## config.mk

```make
export PLATFORM = sky130hd
export DESIGN_NAME = div_unit
export DESIGN_NICKNAME = d
export VERILOG_FILES = /design/src/rtl/div_unit_pkg.sv /design/src/rtl/div_step.sv /design/src/rtl/div_unit.sv
export SDC_FILE = /design/constraint.sdc
export NUM_CORES = 1
export LEC_CHECK = 0
export ABC_CLOCK_PERIOD_IN_PS = 4250
export CAP_MARGIN = 30
export CORE_MARGIN = 3
export CORE_UTILIZATION = 30
export CTS_CLUSTER_SIZE = 25
export DETAILED_ROUTE_END_ITERATION = 16
export DONT_BUFFER_PORTS = 1
export PLACE_DENSITY = 0.5
export SYNTH_ARGS = -nofsm -noshare
export SYNTH_HDL_FRONTEND = slang
export SYNTH_HIERARCHICAL = 1
export SYNTH_SLANG_ARGS = --single-unit
```

## constraint.sdc

```tcl
create_clock -name clk -period 4.25 [get_ports clk]
set_input_delay 0.2125 -clock clk [delete_from_list [all_inputs] [get_ports clk]]
set_output_delay 0.2125 -clock clk [all_outputs]
set_load 0.03 [all_outputs]
```

## src/rtl/div_unit_pkg.sv

```systemverilog
// Shared definitions for the execute-stage divider: bus widths, reset level,
// handshake levels and the divider FSM state encoding.
package div_unit_pkg;

   localparam int RegBus       = 32;
   localparam int DoubleRegBus = 64;

   localparam logic RstEnable  = 1'b1;
   localparam logic RstDisable = 1'b0;

   localparam logic DivStart          = 1'b1;
   localparam logic DivStop           = 1'b0;
   localparam logic DivResultReady    = 1'b1;
   localparam logic DivResultNotReady = 1'b0;

   typedef enum logic [1:0] {
      DivFree   = 2'b00,
      DivByZero = 2'b01,
      DivOn     = 2'b10,
      DivEnd    = 2'b11
   } div_state_e;

endpackage

```

## src/rtl/div_step.sv

```systemverilog
// One radix-2 restoring division iteration: shift the next dividend bit into
// the partial remainder and subtract the divisor if it fits.
module div_step
   import div_unit_pkg::*;
#(
   parameter int DATA_W = RegBus
) (
   input  logic [DATA_W-1:0] rem,
   input  logic              dividend_msb,
   input  logic [DATA_W-1:0] divisor,
   output logic [DATA_W-1:0] next_rem,
   output logic              quot_bit
);

   logic [DATA_W:0] shifted;
   logic [DATA_W:0] trial;

   // rem < divisor always holds, so the shifted value is below 2*divisor and the
   // top bit of the DATA_W+1 bit difference is a reliable sign.
   always_comb begin
      shifted  = {rem, dividend_msb};
      trial    = shifted - {1'b0, divisor};
      quot_bit = ~trial[DATA_W];
      next_rem = quot_bit ? trial[DATA_W-1:0] : shifted[DATA_W-1:0];
   end

endmodule

```

## src/rtl/div_unit.sv

```systemverilog
// Multi-cycle DIV/DIVU unit: sign-magnitude restoring divider, one quotient bit
// per clock, result held as {remainder, quotient} while start_i stays high.
module div_unit
   import div_unit_pkg::*;
#(
   parameter int DATA_W = RegBus
) (
   input  logic                clk,
   input  logic                rst,
   input  logic                signed_div_i,
   input  logic [DATA_W-1:0]   opdata1_i,
   input  logic [DATA_W-1:0]   opdata2_i,
   input  logic                start_i,
   input  logic                annul_i,
   output logic [2*DATA_W-1:0] result_o,
   output logic                ready_o
);

   localparam int                CntW    = $clog2(DATA_W);
   localparam logic [CntW-1:0]   LastCnt = CntW'(DATA_W - 1);

   div_state_e        state;
   logic [CntW-1:0]   cnt;
   logic [DATA_W-1:0] rem_q;
   logic [DATA_W-1:0] dvd_q;
   logic [DATA_W-1:0] dvs_q;
   logic              neg_dvd_q;
   logic              neg_dvs_q;

   logic [DATA_W-1:0] step_rem;
   logic              step_bit;
   logic [DATA_W-1:0] mag1;
   logic [DATA_W-1:0] mag2;
   logic [DATA_W-1:0] quot_raw;
   logic [DATA_W-1:0] final_quot;
   logic [DATA_W-1:0] final_rem;

   function automatic logic [DATA_W-1:0] negate(input logic [DATA_W-1:0] v);
      return ~v + 1'b1;
   endfunction

   div_step #(
      .DATA_W(DATA_W)
   ) u_step (
      .rem         (rem_q),
      .dividend_msb(dvd_q[DATA_W-1]),
      .divisor     (dvs_q),
      .next_rem    (step_rem),
      .quot_bit    (step_bit)
   );

   // dvd_q doubles as the quotient register: dividend bits leave at the top as
   // quotient bits enter at the bottom, so after the last step it holds |q|.
   always_comb begin
      mag1       = (signed_div_i && opdata1_i[DATA_W-1]) ? negate(opdata1_i) : opdata1_i;
      mag2       = (signed_div_i && opdata2_i[DATA_W-1]) ? negate(opdata2_i) : opdata2_i;
      quot_raw   = {dvd_q[DATA_W-2:0], step_bit};
      final_quot = (neg_dvd_q ^ neg_dvs_q) ? negate(quot_raw) : quot_raw;
      final_rem  = neg_dvd_q ? negate(step_rem) : step_rem;
   end

   // Sign flags are only ever set for signed divisions, so the fixup needs no
   // separate signed/unsigned qualifier.
   always_ff @(posedge clk) begin
      if (rst == RstEnable) begin
         state     <= DivFree;
         cnt       <= '0;
         rem_q     <= '0;
         dvd_q     <= '0;
         dvs_q     <= '0;
         neg_dvd_q <= 1'b0;
         neg_dvs_q <= 1'b0;
         result_o  <= '0;
         ready_o   <= DivResultNotReady;
      end else begin
         case (state)
            DivFree: begin
               result_o <= '0;
               ready_o  <= DivResultNotReady;
               if (start_i == DivStart && !annul_i) begin
                  if (opdata2_i == '0) begin
                     state <= DivByZero;
                  end else begin
                     state     <= DivOn;
                     cnt       <= '0;
                     rem_q     <= '0;
                     dvd_q     <= mag1;
                     dvs_q     <= mag2;
                     neg_dvd_q <= signed_div_i & opdata1_i[DATA_W-1];
                     neg_dvs_q <= signed_div_i & opdata2_i[DATA_W-1];
                  end
               end
            end
            DivByZero: begin
               if (annul_i) begin
                  state    <= DivFree;
                  result_o <= '0;
                  ready_o  <= DivResultNotReady;
               end else begin
                  state    <= DivEnd;
                  result_o <= '0;
                  ready_o  <= DivResultReady;
               end
            end
            DivOn: begin
               if (annul_i || start_i == DivStop) begin
                  state    <= DivFree;
                  result_o <= '0;
                  ready_o  <= DivResultNotReady;
               end else begin
                  rem_q <= step_rem;
                  dvd_q <= quot_raw;
                  cnt   <= cnt + 1'b1;
                  if (cnt == LastCnt) begin
                     state    <= DivEnd;
                     result_o <= {final_rem, final_quot};
                     ready_o  <= DivResultReady;
                  end
               end
            end
            DivEnd: begin
               if (start_i == DivStop) begin
                  state    <= DivFree;
                  result_o <= '0;
                  ready_o  <= DivResultNotReady;
               end
            end
            default: begin
               state    <= DivFree;
               result_o <= '0;
               ready_o  <= DivResultNotReady;
            end
         endcase
      end
   end

endmodule

```

# After elaboration in Yosys (flattened, before gate mapping)
# Cells that the tools add are included.
dict set report totals {
  word_cells 80
  register_bits 170
  out_inout_bits 65
}
dict set report classes {
  eq_ne 9
  addsub 6
  bitwise 10
  mux 33
  n_reduce_logical 13
}
# cell count
set op_table {}
lappend op_table {{two-way mux 32 bit} 11}
lappend op_table {{two-way mux 64 bit} 3}
lappend op_table {{case mux 64 bit (3 select lines)} 1}
lappend op_table {{adder 32 x 1 -> 32 bit, second input constant} 4}
lappend op_table {{inverter 32 bit} 4}
lappend op_table {{case mux 32 bit (2 select lines)} 2}
lappend op_table {{subtractor 33 x 32 -> 33 bit} 1}
lappend op_table {{logical NOT 32 bit} 1}
lappend op_table {{two-way mux 5 bit} 3}
lappend op_table {{two-way mux 2 bit} 6}
lappend op_table {{case mux 5 bit (2 select lines)} 1}
lappend op_table {{!= test 2 bit, second input constant} 4}
lappend op_table {{case mux 2 bit (4 select lines)} 1}
lappend op_table {{AND reduction 3 bit} 2}
lappend op_table {{adder 5 x 1 -> 5 bit, second input constant} 1}
lappend op_table {{== test 5 bit, second input constant} 1}
lappend op_table {{== test 2 bit, second input constant} 2}
lappend op_table {{two-way mux 1 bit} 4}
lappend op_table {{case mux 1 bit (4 select lines)} 1}
lappend op_table {{AND reduction 4 bit} 1}
lappend op_table {{logical AND 1 bit} 3}
lappend op_table {{!= test 3 bit, second input constant} 1}
lappend op_table {{inverter 1 bit} 3}
lappend op_table {{AND 1 bit} 2}
lappend op_table {{other kinds (8)} 8}

# Longest topological paths before layout
dict set report depth {
  ltp_word 8
  ltp_mapped 21
  mapped_depth_nobuf 20
}

# Hierarchy
# Netlist, hierarchy kept.
# module instances seq_area_each_um2 cells_each area_each_um2
set modules_own_cells {}
lappend modules_own_cells {div_unit 1 3403.3 1155 9018.6}
lappend modules_own_cells {div_step 1 0.0 311 2255.9}

# Worst setup path before layout
# No wires, ideal clock.
dict set report synth_path {
  path_type {reg2reg}
  start {register dvd_q[31]}
  end {register result_o[59]}
  synth_period_minus_slack_ps 4623
  stages_incl_launch_ff 21
  t_arrival_ps 4494
  slack_ps -373
  setup_time_ps 128
  n_path_buf 1
  path_cell_list {dfxtp_1 > inv_1 > ha_1 > fa_1 > and2b_1 > o2111ai_1 > a21oi_2 > o2111ai_1 > a211oi_2 > nor2_2 > mux2i_1 > and2_4 > inv_2 > buf_6 > mux2_4 > or4_1 > nor3_1 > nand3_1 > o41ai_1 > xor2_1 > o21ai_0}
}
dict set report synth_between {
  elab_chain_cells 8
}
# element line
set synth_lines {}
lappend synth_lines {{from (decl)} div_unit.sv:25} ;# logic [DATA_W-1:0] dvd_q;
lappend synth_lines {{from (signal assigned)} div_unit.sv:87} ;# dvd_q <= mag1;
lappend synth_lines {{from (signal assigned)} div_unit.sv:112} ;# dvd_q <= quot_raw;
lappend synth_lines {{subtractor 33 x 32 -> 33 bit} div_step.sv:22} ;# trial = shifted - {1'b0, divisor};
lappend synth_lines {{two-way mux 32 bit} div_step.sv:24} ;# next_rem = quot_bit ? trial[DATA_W-1:0] : shifted[DATA_W-1:0];
lappend synth_lines {{net step_rem[9]} div_unit.sv:30} ;# logic [DATA_W-1:0] step_rem;
lappend synth_lines {{inverter 32 bit} div_unit.sv:39} ;# return ~v + 1'b1;
lappend synth_lines {{adder 32 x 1 -> 32 bit} div_unit.sv:39}
lappend synth_lines {{two-way mux 32 bit} div_unit.sv:59} ;# final_rem = neg_dvd_q ? negate(step_rem) : step_rem;
lappend synth_lines {{two-way mux 64 bit} div_unit.sv:114} ;# if (cnt == LastCnt) begin
lappend synth_lines {{two-way mux 64 bit} div_unit.sv:106} ;# if (annul_i || start_i == DivStop) begin
lappend synth_lines {{case mux 64 bit (3 select lines)} div_unit.sv:76} ;# case (state)
lappend synth_lines {{to (signal assigned)} div_unit.sv:116} ;# result_o <= {final_rem, final_quot};
lappend synth_lines {{to (decl)} div_unit.sv:15} ;# output logic [2*DATA_W-1:0] result_o,
# The timed path passes the listed nets, and every way through them passes these cells. The select of a mux whose other input is x is not followed.
# A chain may end at the register's enable or synchronous reset.

# Worst setup path after layout
dict set report layout_path {
  start {register dvd_q[31]}
  end {register result_o[47]}
}
# Same word-level chain as after synthesis.

==> summary.md <==
| Metric | Value |
|---|---|
| # fillers | 3827 |
| Setup Viol. Count Final | 21 |
| Clk sink count | 170 |
| Syn Nets | 1578 |
| Tot GR Track Use | 18.04% |
| Clk pwr share | 22.3% |
| Beginning of the critical path | dvd_q[31] |
| Min Tclk post-route | 4.358 ns |
| Post-Synthesis Cell Area | 11270 µm² |
| CTS tree | done |
| Num CTS Buffers | 17 |
| Met2 Track Usage GR | 27.01% |
| Worst-path maximum fanout | 8 |
| Number of synthesized flops with an enable pin | 0 |
| Die width | 199.9 µm |
| Arrival time at the worst endpoint | 4.68 ns |
| YS warnings | 6 |
| Final core utilization | 37.92% |
| Min setup slack post-route | -0.1083 ns |
| Ys async rst share | 0% |
| Hold wc startpoint | opdata1_i[0] |
| Routed vias/inst | 5.233 |
| Status | finished, violations left |
| Grt ovf | 0 |
| Final Cycle Share | 102.5% |
| Initial antenna violation count | 0 |
| Seq pwr share | 26.4% |
| Syn avg cell area | 7.691 µm² |
| Net switching fraction of the power | 41.18% |
| Final WL | 36530 µm |
| Distinct cells, synth | 76 |
| Layout net count | 1661 |
| Max-slew violation total from the final report | 0 |
| Drt first pass iters | 5 |
| CP Launch Type | flip-flop |
| FF+latch count, synth | 170 |
| Proportion of layout cells with a drive suffix above 1 | 17.68% |
| Internal power | 4.164 mW |
| Max VDD drop | 0.3193 mV |
| Reg-to-Reg Start | dvd_q[31] |
| Sequential cell area fraction in the yosys report | 30.19% |
| Vias in the first global route | 10080 |
| Final Hold Vio Count | 0 |
| Die area | 39940 µm² |
| Violated checks | setup timing |
| Via Count | 10620 |
| Met3 GRT Util | 3.978% |
| GR peak layer | met2 |
| Detailed Place HPWL | 27220 µm |
| Iter 0 DRT Violations | 807 |
| H-Tree Level Count | 4 |
| PD cells | 507.5 nW/µm² |
| Most used DFF post-synth | dfxtp_1 |
| Commonest non-fill, non-tap cell in the layout | nand2_1 |
| Root Buffer | clkbuf_16 |
| Routed Antenna Nets | 0 |
| Worst-margin pin slew | 0.9987 ns |
| DR WL/cell | 18.00 µm |
| Dpl cell area | 12650 µm² |
| Rel. slew slack | 32.80% |
| Core Area | 36790 µm² |
| Worst-Skew Late Latency | 0.46 ns |
| Leakage power total | 5.118 nW |
| Fin Clk Skew | 0.02146 ns |
| Clock-pin slew on the worst setup and hold paths | 0.07 ns |
| Worst Hold Class | in -> reg |
| I/O pin cnt | 134 |
| Pin count of the biggest net entering global routing | 123 |
| Global-route wire length before repair | 56950 µm |
| Design area | 13950 µm² |
| Crit end category | flip-flop |
| P_sw | 2.916 mW |
| ANT cells | 0 |
| Max Freq | 229.4 MHz |
| Final GP Congestion | 0.8712 |
| M1 GR Usage | 26.36% |
| Worst setup path class | reg -> reg |
| Most frequent cells in the layout | nand2_1 (178), dfxtp_1 (169), buf_4 (121), a21oi_1 (110), nor2_1 (103) |
| Clk buf depth | 2 |
| Combinational fraction of design power | 51.4% |
| Worst endpoint required time | 4.58 ns |
| Initial core utilization | 30.65% |
| Chip Height | 199.9 µm |
| IO buf count | 0 |
| Rows | 70 |
| Max-cap violations | 0 |
| Drc violations | 0 |
| RSZ-0062 raised after global routing | yes |
| Area grow syn2layout | 23.73% |
| Synth Instances | 1466 |
[cell usage after synthesis, drive strengths merged (28+ instances only)]
cell type    n  share of area [%]
a21oi      112                5.0
o21ai      111                4.9
nor3        34                1.6
nand2      182                6.1
xor2        77                6.0
ha          42                4.7
clkbuf      74                2.5
dfxtp      170                 30
o31ai       28                1.9
a211oi      33                2.2
xnor2       64                5.0
nand3       63                2.8
nor2       106                3.6
inv         50                1.7
[power by group through the flow]
stage	sequential, mW	combinational, mW	clock (mW)
2_1_floorplan	1.84	2.08	0
3_3_place_gp	1.88	3.01	0
3_5_place_dp	1.89	3.07	0
4_1_cts	1.86	3.27	1.63
5_1_grt	1.89	3.99	1.68
6_report	1.87	3.64	1.58
[path summary, 6_finish.rpt]
kind | end | cells past startpoint | slack [ns]
worst max-delay path | result_o[47] | 23 | -0.11
worst min-delay path | dvd_q[0] | 2 | 0.004
worst max register to register | result_o[47] | 23 | -0.11
worst min register to register | cnt[1] | 2 | 0.47
[per-layer routing]
layer | up-vias | wire (µm)
met5 | - | 0
met4 | 0 | 518
met3 | 32 | 1732
met2 | 188 | 15700
met1 | 4972 | 18580
li1 | 5426 | -
[cell families (layout without fill, tap and decap cells)]
logic type	after synthesis	count (layout)	synth area share [%]
fa+ha+maj	43	43	4.839
mux	28	28	3.351
compound gates	405	405	22.33
buf+inv	143	238	5.149
simple gates	536	536	23.19
flops	170	170	30.19
xor+xnor	141	141	10.95
[state kept, by name, indices dropped and copies added, names as in the netlist]
signal and count:
result_o 64, dvd_q 32, dvs_q 32, rem_q 32, cnt 5, state 2
neg_dvd_q 1, neg_dvs_q 1, ready_o 1
[worst max-delay path, stage by stage, from the launching register on]
cell and delay (ns):
dfxtp_2 0.33, inv_2 0.04, ha_4 0.15, fa_2 0.33, and2b_1 0.24, o2111ai_2 0.13, a21oi_2 0.20, o2111ai_2 0.15
a211oi_2 0.23, nor2_2 0.06, mux2i_1 0.18, and2_4 0.21, inv_8 0.06, buf_6 0.12, mux2_4 0.30, or4_4 0.55
buf_6 0.15, nor2_2 0.13, nand2_1 0.10, buf_4 0.15, buf_4 0.11, nand2_1 0.08, xor2_1 0.14, o21ai_0 0.08
[final cells by class]
type	count	area, µm²	share of cell area [%]
Tap cell	468	585.6	4.198
Sequential cell	170	3405	24.41
Inverter	51	201.4	1.444
Timing Repair Buffer	156	1350	9.678
Clock buffer	18	439.2	3.148
Multi-Input combinational cell	1153	7838	56.18
Clock inverter	13	131.4	0.9418
[what timing repair did]
action	4_1_cts	5_1_grt
endpoints found under the setup margin	34	51
gates resized for setup	30	57
cloned	0	0
hold buffers	23	0
pin swaps	14	30
endpoints found under the hold margin	121	0
buffers inserted	5	9
[stage by stage]
step / std cells / setup TNS [ns] / hold slack (ns) / worst slack, ns / total power [mW]
floorplan: 1466 / -0.1153 / 0.3485 / -0.06958 / 3.928
global placement: 1958 / -2.441 / 0.3024 / -0.2003 / 4.899
detailed placement: 1961 / -4.152 / 0.3027 / -0.2536 / 4.964
CTS: 2020 / -1.854 / 0.0003966 / -0.1582 / 6.753
global route: 2029 / -9.910 / 0.03848 / -0.3733 / 7.555
finish: 2029 / -1.103 / 0.004083 / -0.1083 / 7.079
(Power assumes the default switching activity.)
